File: config.mk
export PLATFORM = sky130hd
export DESIGN_NAME = pulse_gen_multi
export DESIGN_NICKNAME = d
export VERILOG_FILES = /design/src/rtl/pulse_gen_pkg.sv /design/src/rtl/pulse_gen_chan.sv /design/src/rtl/pulse_gen_multi.sv
export SDC_FILE = /design/constraint.sdc
export NUM_CORES = 1
export LEC_CHECK = 0
export ABC_AREA = 1
export BUFFER_PORTS_ARGS = -buffer_cell sky130_fd_sc_hd__buf_2
export CAP_MARGIN = 20
export CORE_ASPECT_RATIO = 1.75
export CORE_MARGIN = 2
export CORE_UTILIZATION = 59
export DETAILED_ROUTE_END_ITERATION = 8
export PLACE_DENSITY = 0.81
export SLEW_MARGIN = 30
export SYNTH_ARGS = -nofsm -noshare
export SYNTH_HDL_FRONTEND = slang
export SYNTH_SLANG_ARGS = --single-unit
File: constraint.sdc
create_clock -name clock -period 2.4 [get_ports clock]
set_clock_uncertainty 0.2 [all_clocks]
set_input_delay 0.24 -clock clock [delete_from_list [all_inputs] [get_ports clock]]
set_output_delay 0.24 -clock clock [all_outputs]
set_load 0.02 [all_outputs]
File: src/rtl/pulse_gen_pkg.sv
// Shared types and helpers for the multi-channel pulse generator.
// Optional feature macro: PULSE_GEN_RETRIGGER_EN (see pulse_gen_chan.sv).
package pulse_gen_pkg;

    // Per-channel FSM states
    typedef enum logic [1:0] {
        IDLE  = 2'd0,
        PULSE = 2'd1,
        WAIT  = 2'd2
    } pulse_state_t;

    // Widest counter the clamp helper below can handle
    localparam int MAX_CNT_W = 32;

    // A programmed width of zero would mean "no pulse", which is never
    // useful for a one-shot, so it is treated as the shortest legal pulse.
    function automatic logic [MAX_CNT_W-1:0] eff_width(input logic [MAX_CNT_W-1:0] width_cfg);
        logic [MAX_CNT_W-1:0] result;
        if (width_cfg == '0) begin
            result = {{(MAX_CNT_W-1){1'b0}}, 1'b1};
        end else begin
            result = width_cfg;
        end
        return result;
    endfunction

endpackage

File: src/rtl/pulse_gen_chan.sv
// One pulse generator channel: level-to-pulse FSM, length counter,
// registered activity for edge detection and the sticky missed flag.
// Optional feature macro: PULSE_GEN_RETRIGGER_EN -- when defined, a new
// trigger edge during a pulse reloads the counter instead of being flagged.
module pulse_gen_chan
    import pulse_gen_pkg::*;
#(
    parameter int CNT_W = 8
) (
    input  logic             clock,
    input  logic             reset_n,
    input  logic             i_sig,
    input  logic             i_polarity,
    input  logic             i_enable,
    input  logic [CNT_W-1:0] i_widthCfg,
    input  logic             i_clrMissed,
    output logic             o_pulse,
    output logic             o_busy,
    output logic             o_missed
);

    localparam logic [CNT_W-1:0] ONE = CNT_W'(1);

    pulse_state_t     r_state;
    pulse_state_t     w_nextState;
    logic [CNT_W-1:0] r_count;
    logic [CNT_W-1:0] w_nextCount;
    logic             r_actQ;
    logic             r_missed;
    logic             w_setMissed;
    logic             w_act;
    logic             w_edge;
    logic             w_pulse;
    logic [CNT_W-1:0] w_effWidth;
    logic [CNT_W-1:0] w_reload;

    // Polarity folds active-low inputs into a single active-high view
    assign w_act      = i_sig ^ i_polarity;
    assign w_edge     = w_act & ~r_actQ;
    assign w_effWidth = CNT_W'(eff_width(MAX_CNT_W'(i_widthCfg)));
    assign w_reload   = w_effWidth - ONE;

    // State and counter register
    always_ff @(posedge clock) begin
        if (!reset_n) begin
            r_state <= IDLE;
            r_count <= '0;
        end else begin
            r_state <= w_nextState;
            r_count <= w_nextCount;
        end
    end

    // Registered activity, used only to find fresh edges during a pulse
    always_ff @(posedge clock) begin
        if (!reset_n) begin
            r_actQ <= 1'b0;
        end else begin
            r_actQ <= w_act;
        end
    end

    // Sticky missed flag: frozen while disabled, a set beats a clear
    always_ff @(posedge clock) begin
        if (!reset_n) begin
            r_missed <= 1'b0;
        end else if (i_enable) begin
            if (w_setMissed) begin
                r_missed <= 1'b1;
            end else if (i_clrMissed) begin
                r_missed <= 1'b0;
            end
        end
    end

    // Next-state and counter logic; the trigger cycle itself is the first
    // pulse cycle, so the counter is loaded with W-1 remaining cycles
    always_comb begin
        w_nextState = r_state;
        w_nextCount = r_count;
        w_setMissed = 1'b0;
        if (!i_enable) begin
            w_nextState = IDLE;
            w_nextCount = '0;
        end else begin
            case (r_state)
                IDLE: begin
                    if (w_act) begin
                        if (w_effWidth == ONE) begin
                            w_nextState = WAIT;
                            w_nextCount = '0;
                        end else begin
                            w_nextState = PULSE;
                            w_nextCount = w_reload;
                        end
                    end
                end
                PULSE: begin
`ifdef PULSE_GEN_RETRIGGER_EN
                    if (w_edge) begin
                        if (w_effWidth == ONE) begin
                            w_nextState = WAIT;
                            w_nextCount = '0;
                        end else begin
                            w_nextCount = w_reload;
                        end
                    end else if (r_count == ONE) begin
                        w_nextState = WAIT;
                        w_nextCount = '0;
                    end else begin
                        w_nextCount = r_count - ONE;
                    end
`else
                    w_setMissed = w_edge;
                    if (r_count == ONE) begin
                        w_nextState = WAIT;
                        w_nextCount = '0;
                    end else begin
                        w_nextCount = r_count - ONE;
                    end
`endif
                end
                WAIT: begin
                    if (!w_act) begin
                        w_nextState = IDLE;
                    end
                end
                default: begin
                    w_nextState = IDLE;
                    w_nextCount = '0;
                end
            endcase
        end
    end

    // Output decode: IDLE is Mealy so the pulse starts in the trigger cycle
    always_comb begin
        w_pulse = 1'b0;
        if (i_enable) begin
            case (r_state)
                IDLE:    w_pulse = w_act;
                PULSE:   w_pulse = 1'b1;
                default: w_pulse = 1'b0;
            endcase
        end
    end

    // Holding reset keeps the Mealy path quiet even with inputs active
    assign o_pulse  = w_pulse & reset_n;
    assign o_busy   = (r_state != IDLE);
    assign o_missed = r_missed;

endmodule

File: src/rtl/pulse_gen_multi.sv
// Multi-channel one-shot pulse generator: CHANNELS independent channels
// sharing one runtime pulse width.
// Optional feature macro: PULSE_GEN_RETRIGGER_EN (retrigger during a pulse).
module pulse_gen_multi
    import pulse_gen_pkg::*;
#(
    parameter int CHANNELS = 4,
    parameter int CNT_W    = 8
) (
    input  logic                clock,
    input  logic                reset_n,
    input  logic [CHANNELS-1:0] sig,
    input  logic [CHANNELS-1:0] polarity,
    input  logic [CHANNELS-1:0] enable,
    input  logic [CNT_W-1:0]    width_cfg,
    input  logic [CHANNELS-1:0] clr_missed,
    output logic [CHANNELS-1:0] pulse,
    output logic [CHANNELS-1:0] busy,
    output logic [CHANNELS-1:0] missed
);

    // The width clamp helper works on at most MAX_CNT_W bits
    if (CNT_W > MAX_CNT_W || CNT_W < 2) begin : g_badWidth
        $error("pulse_gen_multi: CNT_W out of range");
    end

    // One fully independent channel per bit; only width_cfg is shared
    for (genvar ch = 0; ch < CHANNELS; ch++) begin : g_chan
        pulse_gen_chan #(
            .CNT_W (CNT_W)
        ) u_chan (
            .clock       (clock),
            .reset_n     (reset_n),
            .i_sig       (sig[ch]),
            .i_polarity  (polarity[ch]),
            .i_enable    (enable[ch]),
            .i_widthCfg  (width_cfg),
            .i_clrMissed (clr_missed[ch]),
            .o_pulse     (pulse[ch]),
            .o_busy      (busy[ch]),
            .o_missed    (missed[ch])
        );
    end

endmodule

# [Yosys cells after proc, flatten, opt, wreduce, memory -nomap -nowiden]
# Cells that the tools add are included.
[word_totals] latch_bits=0 mem_count=0 output_inout_bits=12 regBits=48 ram_bits=0 rom_bits=0 in_bits=26
[op_classes] mul=0 mux=55 div_mod_pow=0 shift=0 addsub=5 n_bitwise=20 n_lt_le_gt_ge=0 n_reduce_logical=29 n_eq_ne=25
[ops] op="$pmux 8 s3" n=4
[ops] op="$mux 8" n=10
[ops] op="$eq 8x1->1 const B" n=5
[ops] op="$sub 8x1->8 const B" n=5
[ops] op="$mux 2" n=13
[ops] op="$pmux 2 s3" n=4
[ops] op="$reduce_and 2->1" n=12
[ops] op="$mux 1" n=20
[ops] op="$ne 2x1->1 const B" n=8
[ops] op="$reduce_bool 2->1" n=8
[ops] op="$reduce_and 3->1" n=4
[ops] op="$and 1x1->1" n=8
[ops] op="$eq 2x1->1 const B" n=4
[ops] op="$eq 2x2->1 const B" n=4
[ops] op="$logic_not 2->1" n=4
[ops] op="$logic_not 8->1" n=1
[ops] op="$ne 2x2->1 const B" n=4
[ops] op="$not 1->1" n=8
[ops] op="$pmux 1 s2" n=4
[ops] op="$xor 1x1->1" n=4

# [Logic depth before layout (Yosys ltp)]
[logic_depth] word_depth=6 depth_mapped=15 mapped_depth_nobuf=15

# [Hierarchy]
# Synthesis repeated with hierarchy kept, for this count alone.
[unflattened] hier_cells=617 area_unflattened_um2=3832.4
[modules_own_cells] mod="pulse_gen_chan at g_chan[0].u_chan ..." cells_each=154 seq_area_each_um2=240.2 area_per_inst_um2=950.9 n_inst=3
[modules_own_cells] mod="pulse_gen_chan at g_chan[3].u_chan" cells_each=155 seq_area_each_um2=240.2 area_per_inst_um2=979.7 n_inst=1

# [Worst setup path after synthesis]
# OpenSTA, ideal clock, no wires.
[synth_path] path_type="input to register" from="input width_cfg[3]" to="register g_chan[3].u_chan.r_count[6]" slack_ns=0.565 arrival_time_ns=1.576 cell_stages=15 n_path_buf=0 path_cell_list="inv_1 -> nand2_2 -> nor2_2 -> nand2_4 -> nand2_2 -> inv_1 -> ha_1 -> inv_1 -> nor2_1 -> nand2_1 -> xor2_1 -> nand2_1 -> o21ai_0 -> nand2_1 -> nand2_1"
[synth_via] elab_chain_len=6
[synth_rtl] element="from (decl)" line_no="pulse_gen_multi.sv:15" source="input logic [CNT_W-1:0] width_cfg,"
[synth_rtl] element="$logic_not 8->1" line_no="pulse_gen_pkg.sv:19" source="if (width_cfg == '0) begin"
[synth_rtl] element="$mux 8 (*)" line_no="pulse_gen_pkg.sv:19"
[synth_rtl] element="$sub 8x1->8 / $eq 8x1->1 (equally long branches)" line_no="pulse_gen_chan.sv:41, pulse_gen_chan.sv:89"
[synth_rtl] element="$mux 8 (*)" line_no="pulse_gen_chan.sv:89" source="if (w_effWidth == ONE) begin"
[synth_rtl] element="$mux 8 (*)" line_no="pulse_gen_chan.sv:88" source="if (w_act) begin"
[synth_rtl] element="$pmux 8 s3 (*)" line_no="pulse_gen_chan.sv:86" source="case (r_state)"
[synth_rtl] element="to (signal assigned)" line_no="pulse_gen_chan.sv:50" source="r_count <= w_nextCount;"
[synth_rtl] element="to (decl)" line_no="pulse_gen_chan.sv:26" source="logic [CNT_W-1:0] r_count;"
# Mark *: on every way between the ends. The rest lies on a longest branch, timed or not. The select of a mux whose other input is x is not followed.
# A chain may end at the register's enable or synchronous reset.

# [Worst setup path after layout]
[layout_path] from="register g_chan[2].u_chan.r_state[1]" to="output pulse[2]"
[layout_via] elab_chain_len=4
[layout_rtl] element="from (decl)" line_no="pulse_gen_chan.sv:24" source="pulse_state_t r_state;"
[layout_rtl] element="from (signal assigned)" line_no="pulse_gen_chan.sv:49" source="r_state <= w_nextState;"
[layout_rtl] element="$eq 2x1->1 / $logic_not 2->1 (equally long branches)" line_no="pulse_gen_chan.sv:140" source="case (r_state)"
[layout_rtl] element="$pmux 1 s2 (*)" line_no="pulse_gen_chan.sv:140"
[layout_rtl] element="$mux 1 (*)" line_no="pulse_gen_chan.sv:139" source="if (i_enable) begin"
[layout_rtl] element="$and 1x1->1 (*)" line_no="pulse_gen_chan.sv:149" source="assign o_pulse = w_pulse & reset_n;"
[layout_rtl] element="to (decl)" line_no="pulse_gen_multi.sv:17" source="output logic [CHANNELS-1:0] pulse,"
# Mark *: on every way between the ends. The rest lies on a longest branch, timed or not.

==> reports/metrics.cfg <==
[outcome]
status=finished clean

[sta]
clock.fmax_mhz=484
hold_ws_ns=0.00816
fin_setup_tns_ns=0
min_period_ns=2.06
finalHoldViolCount=0
grt_setup_unrepaired=false
worst_pin_slew_ns=0.404
fin_crit_sh_pct=86.0
finalSetupViolCount=0
timing.final.ws_setup_ns=0.335
worst_slew_margin_rel_pct=73.0
slew_violations=0

[routing]
ant_nets=0
finalWirelength_um=7740
drtIter0Drc=219
wire_per_inst_um=12.9
vias=3190
drc=0
dr.pass1.iters=5
vias_per_cell=5.31

[synthesis]
synth-seq-cells=48
synth-main-ff-cell=dfxtp_1
ys.warnings.count=0
synthCells=492
synthTopCellsByCount=nand2_1, inv_1, dfxtp_1
synth_top_area_share_pct=29.4
synth_area_um2=3270
yosysTopAreaCell=dfxtp_1
yosysMostFrequentCell=nand2_1
synth_async_sr_flop_share_pct=0
synth_nets=528
postSynthAreaPerCell_um2=6.65
synth_area_leaders=dfxtp_1, nand2_1, inv_1
synth_edf_count=0
seq_area_frac_synth_pct=29.4
synthDistinctLibCells=33

[cells_and_area]
utilization_pct=67.4
register_area_um2=961
final.fill_count=483
area.growth.synth_to_final_pct=9.26
finalNetCount=562
n_antenna_cell=0
multi_input_area_um2=1940
drive_gt1_share_pct=18.8

[clocking]
cts_tree=yes
clock_latency_ns=0.30
clk_pin_slew_ns=0.09
clockRootBuffer=clkbuf_8
cts_max_path_buffers=2
cts_buffers=5
cts_resized=0
numClockSinks=48
htree_levels=2

[pwr]
ir_drop_v=0.000478
leakage_nw=1.78
power_mw=1.96
p_per_area_nw_per_um2=548

[global_route]
grt_overflow=0
grt_max_degree=15
grt_pass1_vias=3082
antenna_found_initial=0
grt_usage_pct=27.0
grt_pass1_wl_um=12900

[critical_path]
crit_type=register to output pin
regToRegStartpoint=g_chan[3].u_chan.r_count[0]
cp.arrival_ns=1.62
critical_path_required_ns=1.96
reg2regPathDepth=8
cp-startpoint=g_chan[2].u_chan.r_state[1]
startpoint_type=register
crit_fanout=8
worst_setup_path_end_kind=output pin

[job]
max-cap-violations=0

[floorplan]
die_x_um=60.3
ioPinCount=38
dieArea_um2=6180
start_util_pct=61.7
die_h_um=102
core_um2=5300
placementRows=35

[min_path]
worstHoldPathCells=4
holdCritPathClass=input pin to register
hp-start=clr_missed[2]

[place]
gp_congestion=0.925
place_ws_ns=0.211
io_buffers=37
dp_hpwl_um=6130

[per-stage QoR]
stage	std cells	instance area, µm²
CTS	601	3570
finish	601	3570
global placement	591	3460
global route	601	3570
floorplan	492	3270
detailed placement	591	3460
[repair_timing]
action                    in CTS  in global routing
hold buffers                   2                  0
hold endpoints to repair       2                  0
buffers inserted               0                  0
[layout make-up]
| type | count | area share (%) |
|---|---|---|
| multi-input cells | 357 | 54.2 |
| flip-flops and latches | 48 | 26.9 |
| repair buffers | 40 | 5.95 |
| inverters | 74 | 7.78 |
| well taps | 74 | 2.59 |
| clock inverters | 2 | 0.280 |
| clock buffers | 6 | 2.31 |
[sequential cells by signal, summed over array words and instances (netlist names)]
name / cells
g_chan.u_chan.r_count: 32
g_chan.u_chan.o_missed: 4
g_chan.u_chan.r_state: 8
g_chan.u_chan.r_actQ: 4
[worst paths after layout]
| kind | endpoint | slack, ns |
|---|---|---|
| max reg2reg | g_chan[3].u_chan.r_count[4] | 0.71 |
| min reg2reg | g_chan[3].u_chan.r_count[6] | 0.26 |
| min | g_chan[2].u_chan.o_missed | 0.008 |
| max | pulse[2] | 0.34 |
[per-layer routing]
layer  vias up  GRT usage (%)  part of all wire [%]
li1       1634              -                     -
met2        79           50.2                    52
met3        20           3.80                   4.1
met4         0           8.72                   2.4
met1      1457           30.4                    41
met5         -              0                     0
[cell usage in the layout (no fill, tap or decap), types with 9 or more instances in the layout]
| master | instances |
|---|---|
| nor2_2 | 9 |
| nand3_1 | 46 |
| nor2_1 | 40 |
| o21ai_0 | 18 |
| a21oi_1 | 19 |
| buf_2 | 37 |
| o21ai_1 | 15 |
| ha_1 | 10 |
| inv_2 | 11 |
| xor2_1 | 15 |
| dfxtp_1 | 48 |
| inv_1 | 62 |
| nand2_1 | 123 |
[critical path: stages (launching register included)]
cell	delay [ns]
dfxtp_1	0.35
nor2_2	0.21
inv_2	0.11
o21ai_2	0.20
inv_2	0.06
nor2_4	0.19
buf_2	0.21
[power by group]
group	switching [mW]	leakage [nW]	total [mW]	internal, mW
combinational	0.364	1.34	0.564	0.200
sequential	0.0364	0.392	0.877	0.840
clock	0.284	0.0510	0.515	0.231
[logic make-up (layout without fill, tap and decap cells)]
| logic type | Yosys count | in the layout | synth area share [%] |
|---|---|---|---|
| flip-flops | 48 | 48 | 29.4 |
| adder cells (fa/ha/maj) | 10 | 10 | 3.83 |
| AO/OA/AOI/OAI | 75 | 75 | 13.7 |
| XOR/XNOR | 19 | 19 | 5.09 |
| buffers and inverters | 87 | 122 | 11.4 |
| AND/OR/NAND/NOR | 253 | 253 | 36.5 |
No activity file was read; power rests on OpenSTA's default activity.
